$ cat config.mk
export PLATFORM = sky130hd
export DESIGN_NAME = ys_poly_small_seq
export DESIGN_NICKNAME = d
export VERILOG_FILES = /design/src/rtl/ys_poly_small_seq_pkg.sv /design/src/rtl/ys_poly_small_seq_vpipe.sv /design/src/rtl/ys_poly_small_seq.sv
export SDC_FILE = /design/constraint.sdc
export NUM_CORES = 1
export LEC_CHECK = 0
export CORE_UTILIZATION = 35
export CTS_CLUSTER_SIZE = 25
export DETAILED_ROUTE_END_ITERATION = 6
export PLACE_DENSITY = 0.69
export SLEW_MARGIN = 20
export SYNTH_ARGS = -nofsm -noshare
export SYNTH_HDL_FRONTEND = slang
export SYNTH_SLANG_ARGS = --single-unit
export TNS_END_PERCENT = 20
$ cat constraint.sdc
create_clock -name clk -period 1.5 [get_ports clk]
set_input_delay 0.3 -clock clk [delete_from_list [all_inputs] [get_ports clk]]
set_output_delay 0.3 -clock clk [all_outputs]
set_load 0.01 [all_outputs]
$ cat src/rtl/ys_poly_small_seq_pkg.sv
// Shared constants and FSM encoding for the ys_poly_small mode-3 sequencer.
package ys_poly_small_seq_pkg;

    localparam int DW_13           = 13;
    localparam int DW_PH           = 4 * DW_13;
    localparam int NTRU_N          = 509;
    localparam int COEFFS_PER_WORD = DW_PH / DW_13;
    // Word count rounded up to an even number so words can be walked in pairs.
    localparam int N_WORDS_DEF     = 2 * ((((NTRU_N + COEFFS_PER_WORD - 1) / COEFFS_PER_WORD) + 1) / 2);

    typedef enum logic [1:0] {
        ST_IDLE  = 2'd0,
        ST_RUN   = 2'd1,
        ST_DRAIN = 2'd2,
        ST_DONE  = 2'd3
    } state_t;

endpackage

$ cat src/rtl/ys_poly_small_seq_vpipe.sv
// Depth-D shift register of {valid, pair index} with two read taps.
// Index stages only load on a valid entry, so tap indices hold their last value.
module ys_poly_small_seq_vpipe #(
    parameter int D     = 1,
    parameter int PW    = 6,
    parameter int TAP_A = 1,
    parameter int TAP_B = 1
) (
    input  logic          clk,
    input  logic          rst,
    input  logic          in_valid,
    input  logic [PW-1:0] in_idx,
    output logic          tap_a_valid,
    output logic [PW-1:0] tap_a_idx,
    output logic          tap_b_valid,
    output logic [PW-1:0] tap_b_idx,
    output logic          drain_ok
);

    logic [D-1:0]  valid_reg;
    logic [PW-1:0] idx_reg [D];

    genvar gi;
    generate
        for (gi = 0; gi < D; gi++) begin : g_stage
            logic          v_in;
            logic [PW-1:0] i_in;
            if (gi == 0) begin : g_first
                assign v_in = in_valid;
                assign i_in = in_idx;
            end else begin : g_rest
                assign v_in = valid_reg[gi-1];
                assign i_in = idx_reg[gi-1];
            end
            // Advance one stage per cycle; reset drops everything in flight.
            always_ff @(posedge clk) begin
                if (rst) begin
                    valid_reg[gi] <= 1'b0;
                    idx_reg[gi]   <= '0;
                end else begin
                    valid_reg[gi] <= v_in;
                    if (v_in) begin
                        idx_reg[gi] <= i_in;
                    end
                end
            end
        end

        // The last stage empties on the next edge, so only earlier stages and
        // the input need to be clear for the pipe to be empty next cycle.
        if (D == 1) begin : g_drain1
            assign drain_ok = ~in_valid;
        end else begin : g_drainn
            assign drain_ok = ~in_valid & ~(|valid_reg[D-2:0]);
        end
    endgenerate

    assign tap_a_valid = valid_reg[TAP_A-1];
    assign tap_a_idx   = idx_reg[TAP_A-1];
    assign tap_b_valid = valid_reg[TAP_B-1];
    assign tap_b_idx   = idx_reg[TAP_B-1];

endmodule

$ cat src/rtl/ys_poly_small_seq.sv
// Sequencer for the ys_poly_small mode-3 datapath: walks RAM1 two words per
// cycle in ascending order, flags the first beat at the exe stage and issues
// delayed RAM2 write addresses matching the read word positions.
module ys_poly_small_seq
    import ys_poly_small_seq_pkg::*;
#(
    parameter int N_WORDS = N_WORDS_DEF,
    parameter int AW      = 7,
    parameter int RD_LAT  = 1,
    parameter int EXE_LAT = 0
) (
    input  logic          clk,
    input  logic          rst,
    input  logic          start,
    output logic          busy,
    output logic          done,
    output logic          ram1_en,
    output logic [AW-1:0] ram1_addra,
    output logic [AW-1:0] ram1_addrb,
    output logic          f_ctr,
    output logic          ram2_wea,
    output logic          ram2_web,
    output logic [AW-1:0] ram2_addra,
    output logic [AW-1:0] ram2_addrb
);

    localparam int PW = AW - 1;
    localparam int D  = RD_LAT + EXE_LAT;
    localparam logic [PW-1:0] LAST_PAIR = PW'(N_WORDS / 2 - 1);

    state_t        state_reg, state_next;
    logic          ram1_en_reg;
    logic [PW-1:0] pair_reg;
    logic [AW-1:0] ram1_addra_reg, ram1_addrb_reg;
    logic          wr_seen_reg;
    logic          fc_valid, wr_valid, drain_ok;
    logic [PW-1:0] fc_idx, wr_idx;

    // State register.
    always_ff @(posedge clk) begin
        if (rst) begin
            state_reg <= ST_IDLE;
        end else begin
            state_reg <= state_next;
        end
    end

    // Next-state logic; start outside IDLE (including the DONE cycle) is dropped.
    always_comb begin
        state_next = state_reg;
        case (state_reg)
            ST_IDLE:  if (start) state_next = ST_RUN;
            ST_RUN:   if (pair_reg == LAST_PAIR) state_next = ST_DRAIN;
            ST_DRAIN: if (drain_ok) state_next = ST_DONE;
            ST_DONE:  state_next = ST_IDLE;
            default:  state_next = ST_IDLE;
        endcase
    end

    // Read issue: pair 0 is registered on the accepting edge, then one pair per cycle.
    always_ff @(posedge clk) begin
        if (rst) begin
            ram1_en_reg    <= 1'b0;
            pair_reg       <= '0;
            ram1_addra_reg <= '0;
            ram1_addrb_reg <= '0;
        end else begin
            ram1_en_reg <= 1'b0;
            if (state_reg == ST_IDLE && start) begin
                ram1_en_reg    <= 1'b1;
                pair_reg       <= '0;
                ram1_addra_reg <= '0;
                ram1_addrb_reg <= AW'(1);
            end else if (state_reg == ST_RUN && pair_reg != LAST_PAIR) begin
                ram1_en_reg    <= 1'b1;
                pair_reg       <= pair_reg + 1'b1;
                ram1_addra_reg <= {pair_reg + 1'b1, 1'b0};
                ram1_addrb_reg <= {pair_reg + 1'b1, 1'b1};
            end
        end
    end

    // Keeps ram2_addrb at 0 out of reset, then tracks the held write index.
    always_ff @(posedge clk) begin
        if (rst) begin
            wr_seen_reg <= 1'b0;
        end else if (wr_valid) begin
            wr_seen_reg <= 1'b1;
        end
    end

    ys_poly_small_seq_vpipe #(
        .D     (D),
        .PW    (PW),
        .TAP_A (RD_LAT),
        .TAP_B (D)
    ) u_vpipe (
        .clk         (clk),
        .rst         (rst),
        .in_valid    (ram1_en_reg),
        .in_idx      (pair_reg),
        .tap_a_valid (fc_valid),
        .tap_a_idx   (fc_idx),
        .tap_b_valid (wr_valid),
        .tap_b_idx   (wr_idx),
        .drain_ok    (drain_ok)
    );

    assign busy       = (state_reg != ST_IDLE);
    assign done       = (state_reg == ST_DONE);
    assign ram1_en    = ram1_en_reg;
    assign ram1_addra = ram1_addra_reg;
    assign ram1_addrb = ram1_addrb_reg;
    assign f_ctr      = fc_valid && (fc_idx == '0);
    assign ram2_wea   = wr_valid;
    assign ram2_web   = wr_valid;
    assign ram2_addra = {wr_idx, 1'b0};
    assign ram2_addrb = {wr_idx, wr_seen_reg | wr_valid};

endmodule
==> impl_metrics.env, run 1 <==
export IMPL_synth_warnings=0
export IMPL_area_delta_synth_final_pct=53.0
export IMPL_drt_initial_drc_count=14
export IMPL_critPathBufInv=1
export IMPL_drv_slew=0
export IMPL_clockPowerShare=0.115
export IMPL_layout_worst_path_cycle_share=1.04
export IMPL_rsz0062_at_grt="true"
export IMPL_clock_path_buffers=2
export IMPL_routedWlPerCell_um=11.8
export IMPL_die_w_um=53.9
export IMPL_grt_pass1_vias=757
export IMPL_crit_chain="inv_4 > ha_4 > and2b_2 > a2111oi_4 > mux2i_1 > nor2_1"
export IMPL_worstSetupStartpointType="register"
export IMPL_cp_max_fo=4
export IMPL_hpwl_um=1470
export IMPL_internal_power_mw=1.33
export IMPL_fin_util=0.572
export IMPL_syn_area_sq_um=943
export IMPL_path_class="reg -> reg"
export IMPL_grt_max_degree=10
export IMPL_hold_depth=2
export IMPL_crit_slowest_cell="dfxtp_4"
export IMPL_start_util=0.374
export IMPL_cts_tree="done"
export IMPL_pwr_share_comb=0.546
export IMPL_fin_crit_ns=1.56
export IMPL_required_ns=1.69
export IMPL_cts_root_buf="clkbuf_4"
export IMPL_drive_gt1_frac=0.382
export IMPL_power_total_mw=2.04
export IMPL_synth_seq_area_share=0.446
export IMPL_grt_pass1_wl_um=3240
export IMPL_vias_per_cell=4.67
export IMPL_portBuffers=34
export IMPL_drc=0
export IMPL_syn_avg_cell_area_sq_um=10.1
export IMPL_ys_ff_latch=18
export IMPL_critPathTopFamily="flip-flops"
export IMPL_htree_levels=1
export IMPL_status="finished, violations left"
export IMPL_switching_power_uw=715
export IMPL_place_ws_ns=-0.194
export IMPL_firstDrtPassIters=4
export IMPL_antenna_found_initial=0
export IMPL_cts_buffers_inserted=3
export IMPL_worstPathArrival_ns=1.75
export IMPL_critPathCaptureType="register"
export IMPL_dp_cells=161
export IMPL_cp_depth=6
export IMPL_antennaDiodeCount=0
export IMPL_hold_viol_final=0
export IMPL_peakVddDrop_v=0.00109
export IMPL_fin_area_sq_um=1440
export IMPL_reg2regPathDepth=6
export IMPL_p_sw_frac=0.350
export IMPL_clkTransAtPathRegs_ns=0.10
export IMPL_min_path_type="reg -> reg"
export IMPL_antenna_left=0
export IMPL_die_h_um=53.9
export IMPL_top_level_ports=37
export IMPL_setup_viol=3
export IMPL_synthesis_instances=93
export IMPL_vias=775
export IMPL_fin_nets=146
export IMPL_cts_num_sinks=18
export IMPL_globalRouteOverflowTotal=0
export IMPL_clock_skew_ns=0.00883
export IMPL_max_cap_violations=0
export IMPL_coreArea_sq_um=2520
export IMPL_cpPeakStageDelay_ns=0.38
export IMPL_track_usage=0.160
export IMPL_clk_latency_ns=0.29
export IMPL_gp_congestion=0.762
export IMPL_dieArea_sq_um=2910
export IMPL_power_share_sequential=0.340
export IMPL_post_dp_cell_area_sq_um=1380
export IMPL_p_leak_nw=0.763
export IMPL_ys_types=33
export IMPL_row_count=18
export IMPL_finalNonFillerCells=166
export IMPL_wl_um=1960
export IMPL_powerDensity_nw_per_um2=1410
export IMPL_fmax_mhz=642
export IMPL_tns_ns=-0.127
export IMPL_setup_ws_ns=-0.0569
export IMPL_whs_ns=0.525
export IMPL_violations="negative setup slack"
## path summary, 6_finish.rpt
| kind | start | to | slack (ns) |
|---|---|---|---|
| min | ram1_addrb[0] | ram1_addrb[0] | 0.53 |
| max reg2reg | state_reg[1] | state_reg[1] | -0.06 |
| min reg2reg | ram1_addrb[0] | ram1_addrb[0] | 0.53 |
| max | state_reg[1] | state_reg[1] | -0.06 |
## cell usage in the layout (no fill, tap or decap), drive strengths merged
cell	n
a21oi	6
nand2	3
conb	2
dfxtp	12
mux2i	2
and2	7
o31ai	1
nor2	8
and2b	1
mux2	1
nor3	1
a21boi	1
xor2	1
nor4	1
a2111oi	1
and3	1
nand3	4
dlymetal6s2s	6
nand2b	1
or2	2
edfxtp	6
nor2b	2
clkdlybuf4s15	2
buf	21
or3b	1
o21ai	2
or4	1
inv	3
clkdlybuf4s50	2
a211oi	1
clkbuf	4
ha	5
nand4	1
a31oi	1
dlygate4sd2	22
## cells in the mapped netlist
master     number  area [sq um]
buf_4          15           113
dfxtp_1        12           240
nor2_1          8          30.0
a21oi_1         6          30.0
edfxtp_1        6           180
and2_1          5          31.3
ha_1            5          62.6
inv_1           3          11.3
nand2_1         3          11.3
nand3_1         3          15.0
and2_2          2          15.0
mux2i_1         2          20.0
nor2b_1         2          12.5
or2_2           2          12.5
a2111oi_4       1          27.5
a211oi_1        1          7.51
a21boi_1        1          7.51
a31oi_1         1          6.26
and2b_2         1          8.76
and3_1          1          6.26
conb_1          1          3.75
mux2_2          1          11.3
nand2b_1        1          6.26
nand3_2         1          10.0
nand4_1         1          6.26
nor3_1          1          5.00
nor4_1          1          6.26
o21ai_1         1          5.00
o21ai_2         1          8.76
o31ai_1         1          7.51
or3b_1          1          8.76
or4_1           1          7.51
xor2_1          1          8.76
## timing repair
action | in CTS | in global routing
pin swaps | 3 | 5
setup endpoints to repair | 33 | 12
hold buffers | 0 | 0
resized for setup | 43 | 15
setup buffers | 1 | 1
hold endpoints to repair | 0 | 0
## kinds of logic (layout without fill, tap and decap cells)
kind of cell             after synthesis  in the layout  synth area share
AO/OA/AOI/OAI                         13             13             0.106
XOR/XNOR                               1              1           0.00929
adder cells (fa/ha/maj)                5              5            0.0663
buffers and inverters                 18             60             0.131
flip-flops                            18             18             0.446
multiplexers                           3              3            0.0332
other                                  1              2           0.00397
AND/OR/NAND/NOR                       34             34             0.204
## power groups by stage
stage | clock network, mW | logic, mW | registers (mW)
after CTS | 0.239 | 1.02 | 0.680
after global routing | 0.261 | 1.23 | 0.709
after detailed placement | 0 | 1.05 | 0.696
final | 0.234 | 1.11 | 0.693
after floorplan | 0 | 0.540 | 0.738
after global placement | 0 | 1.02 | 0.692
## worst register-to-register path, stage by stage (launching register included)
cell	delay, ns
dfxtp_4	0.38
inv_4	0.05
ha_4	0.16
and2b_2	0.21
a2111oi_4	0.37
mux2i_1	0.22
nor2_1	0.06
## metal layers
metal / vias up / routed length [um] / GRT usage
met1: 344 / 758 / 0.165
met4: 0 / 33 / 0.0789
li1: 392 / - / -
met5: - / 0 / 0
met2: 34 / 1050 / 0.305
met3: 5 / 117 / 0.0254
## final cells by class
type / instances / area, sq um
Clock buffer: 3 / 22.5
Fill cell: 242 / 1080
Inverter: 3 / 13.8
Multi-Input combinational cell: 58 / 457
Sequential cell: 18 / 440
Tap cell: 30 / 37.5
Timing Repair Buffer: 54 / 473
Note: power is estimated with default switching activity, not from simulation.
==> run 2: changes to the inputs <==
HOLD_SLACK_MARGIN = 0.12   (was default)
SLEW_MARGIN = default   (was 20)
==> results of run 2 <==
Same layout as run 1: the final DEF is identical, and so are final timing and power.
==> run 3: changes to the inputs <==
PLACE_DENSITY = 0.67   (was 0.69)
clock period = 1.55 ns   (was 1.5 ns; I/O delays follow)
==> run 3 against run 2 <==
  * The run still ends with negative setup slack left
  * Worst setup slack better by 0.022 ns
  * Critical path depth unchanged
  * Sequential share of layout area up 0.27 points
  * Critical endpoint is now state_reg[0]
  * Largest cell class unchanged
==> impl_metrics.env, run 3 (synthesis gave the netlist of run 1 again) <==
export IMPL_start_util=0.374
export IMPL_worstSetupStartpointType="register"
export IMPL_powerDensity_nw_per_um2=1370
export IMPL_crit_slowest_cell="a2111oi_4"
export IMPL_track_usage=0.141
export IMPL_setup_viol=3
export IMPL_routedWlPerCell_um=11.4
export IMPL_cp_depth=6
export IMPL_clock_path_buffers=2
export IMPL_critPathBufInv=1
export IMPL_hold_viol_final=0
export IMPL_cts_buffers_inserted=3
export IMPL_p_leak_nw=0.768
export IMPL_portBuffers=34
export IMPL_cp_startpoint="state_reg[0]"
export IMPL_cts_root_buf="clkbuf_4"
export IMPL_drc=0
export IMPL_reg2reg_from="state_reg[0]"
export IMPL_critPathCaptureType="register"
export IMPL_reg2regPathDepth=6
export IMPL_crit_chain="inv_2 > ha_4 > and2b_2 > a2111oi_4 > nor2_1 > a211oi_1"
export IMPL_drv_slew=0
export IMPL_max_cap_violations=0
export IMPL_antenna_left=0
export IMPL_fin_util=0.563
export IMPL_cp_max_fo=3
export IMPL_violations="negative setup slack"
export IMPL_grt_pass1_vias=713
export IMPL_fmax_mhz=631
export IMPL_min_path_type="reg -> reg"
export IMPL_drive_gt1_frac=0.358
export IMPL_firstDrtPassIters=4
export IMPL_globalRouteOverflowTotal=0
export IMPL_vias=782
export IMPL_antenna_found_initial=0
export IMPL_fin_nets=146
export IMPL_wl_um=1900
export IMPL_fin_crit_ns=1.58
export IMPL_top_level_ports=37
export IMPL_regToRegSetupSlack_ns=-0.03
export IMPL_finalNonFillerCells=167
export IMPL_layout_worst_path_cycle_share=1.02
export IMPL_path_class="reg -> reg"
export IMPL_grt_max_degree=11
export IMPL_peakVddDrop_v=0.00108
export IMPL_seqCellArea_sq_um=437
export IMPL_critPathTopFamily="compound AO/OA/AOI/OAI gates"
export IMPL_cpPeakStageDelay_ns=0.40
export IMPL_cts_num_sinks=18
export IMPL_tns_ns=-0.0710
export IMPL_cp_endpoint="state_reg[0]"
export IMPL_power_total_mw=1.95
export IMPL_cts_tree="done"
export IMPL_dieArea_sq_um=2910
export IMPL_setup_ws_ns=-0.0346
export IMPL_grt_pass1_wl_um=2940
export IMPL_row_count=18
export IMPL_htree_levels=1
export IMPL_coreArea_sq_um=2520
export IMPL_clkTransAtPathRegs_ns=0.10
export IMPL_status="finished, violations left"
export IMPL_num_fill_cells=232
export IMPL_drt_initial_drc_count=12
export IMPL_r2r_end="state_reg[0]"
export IMPL_rsz0062_at_grt="true"
export IMPL_vias_per_cell=4.68
export IMPL_worstPathArrival_ns=1.79
export IMPL_die_h_um=53.9
export IMPL_antennaDiodeCount=0
export IMPL_die_w_um=53.9
export IMPL_hpwl_um=1430
export IMPL_ctsHoldBuffers=0
export IMPL_layout_common_cells="20 x dlygate4sd2_1, 20 x buf_4, 8 x nor2_1"
export IMPL_gp_congestion=0.816
export IMPL_dp_cells=160
export IMPL_required_ns=1.76
export IMPL_clk_latency_ns=0.29
export IMPL_area_delta_synth_final_pct=50.4
export IMPL_clock_skew_ns=0.00674
export IMPL_multi_input_area_sq_um=434
## run 3: cell type report
cell class,count,area share
timing repair buffer,54,0.333
clock buffer,3,0.0159
multi-input combinational,58,0.306
inverter,3,0.00794
sequential,18,0.308
clock inverter,1,0.00265
tap,30,0.0265
## run 3: repair_timing
| action | in CTS | in global routing |
|---|---|---|
| setup endpoints to repair | 29 | 14 |
| setup buffers | 0 | 3 |
| pin swaps | 4 | 4 |
| resized for setup | 35 | 17 |
## run 3: tightest hold or removal path, stage by stage (launching register included)
cell and delay [ns]:
dfxtp_1 0.32, a21oi_1 0.11, a21oi_1 0.07
## run 3: layer usage
layer,vias to the layer above,GRT usage,wire length [um]
li1,395,-,-
met1,359,0.149,784
met2,26,0.272,1000
met3,2,0.0282,97
met4,0,0.0439,14
met5,-,0,0
## run 3: worst min-delay path by stage
stage,startpoint,cells after the start,endpoint
CTS,ram1_addra[6],2,ram1_addra[6]
finish,ram1_addrb[0],2,ram1_addrb[0]
global placement,ram1_addrb[0],2,ram1_addrb[0]
floorplan,rst,1,ram1_addrb[0]
global route,ram1_addra[6],2,ram1_addra[6]
detailed placement,ram1_addrb[0],2,ram1_addrb[0]
## run 3: power breakdown
part | internal [mW] | leakage [nW] | switching, mW
Clock | 0.0937 | 0.0154 | 0.137
Combinational | 0.580 | 0.586 | 0.488
Sequential | 0.591 | 0.167 | 0.0560
Total | 1.26 | 0.768 | 0.681
## run 3: metrics by stage
step / hold slack [ns] / worst slack (ns) / cell area (sq um)
detailed placement: 0.525 / -0.241 / 1350
global route: 0.557 / -0.105 / 1420
global placement: 0.509 / -0.179 / 1350
floorplan: 0.379 / 0.000150 / 955
CTS: 0.539 / -0.0515 / 1360
finish: 0.536 / -0.0346 / 1420
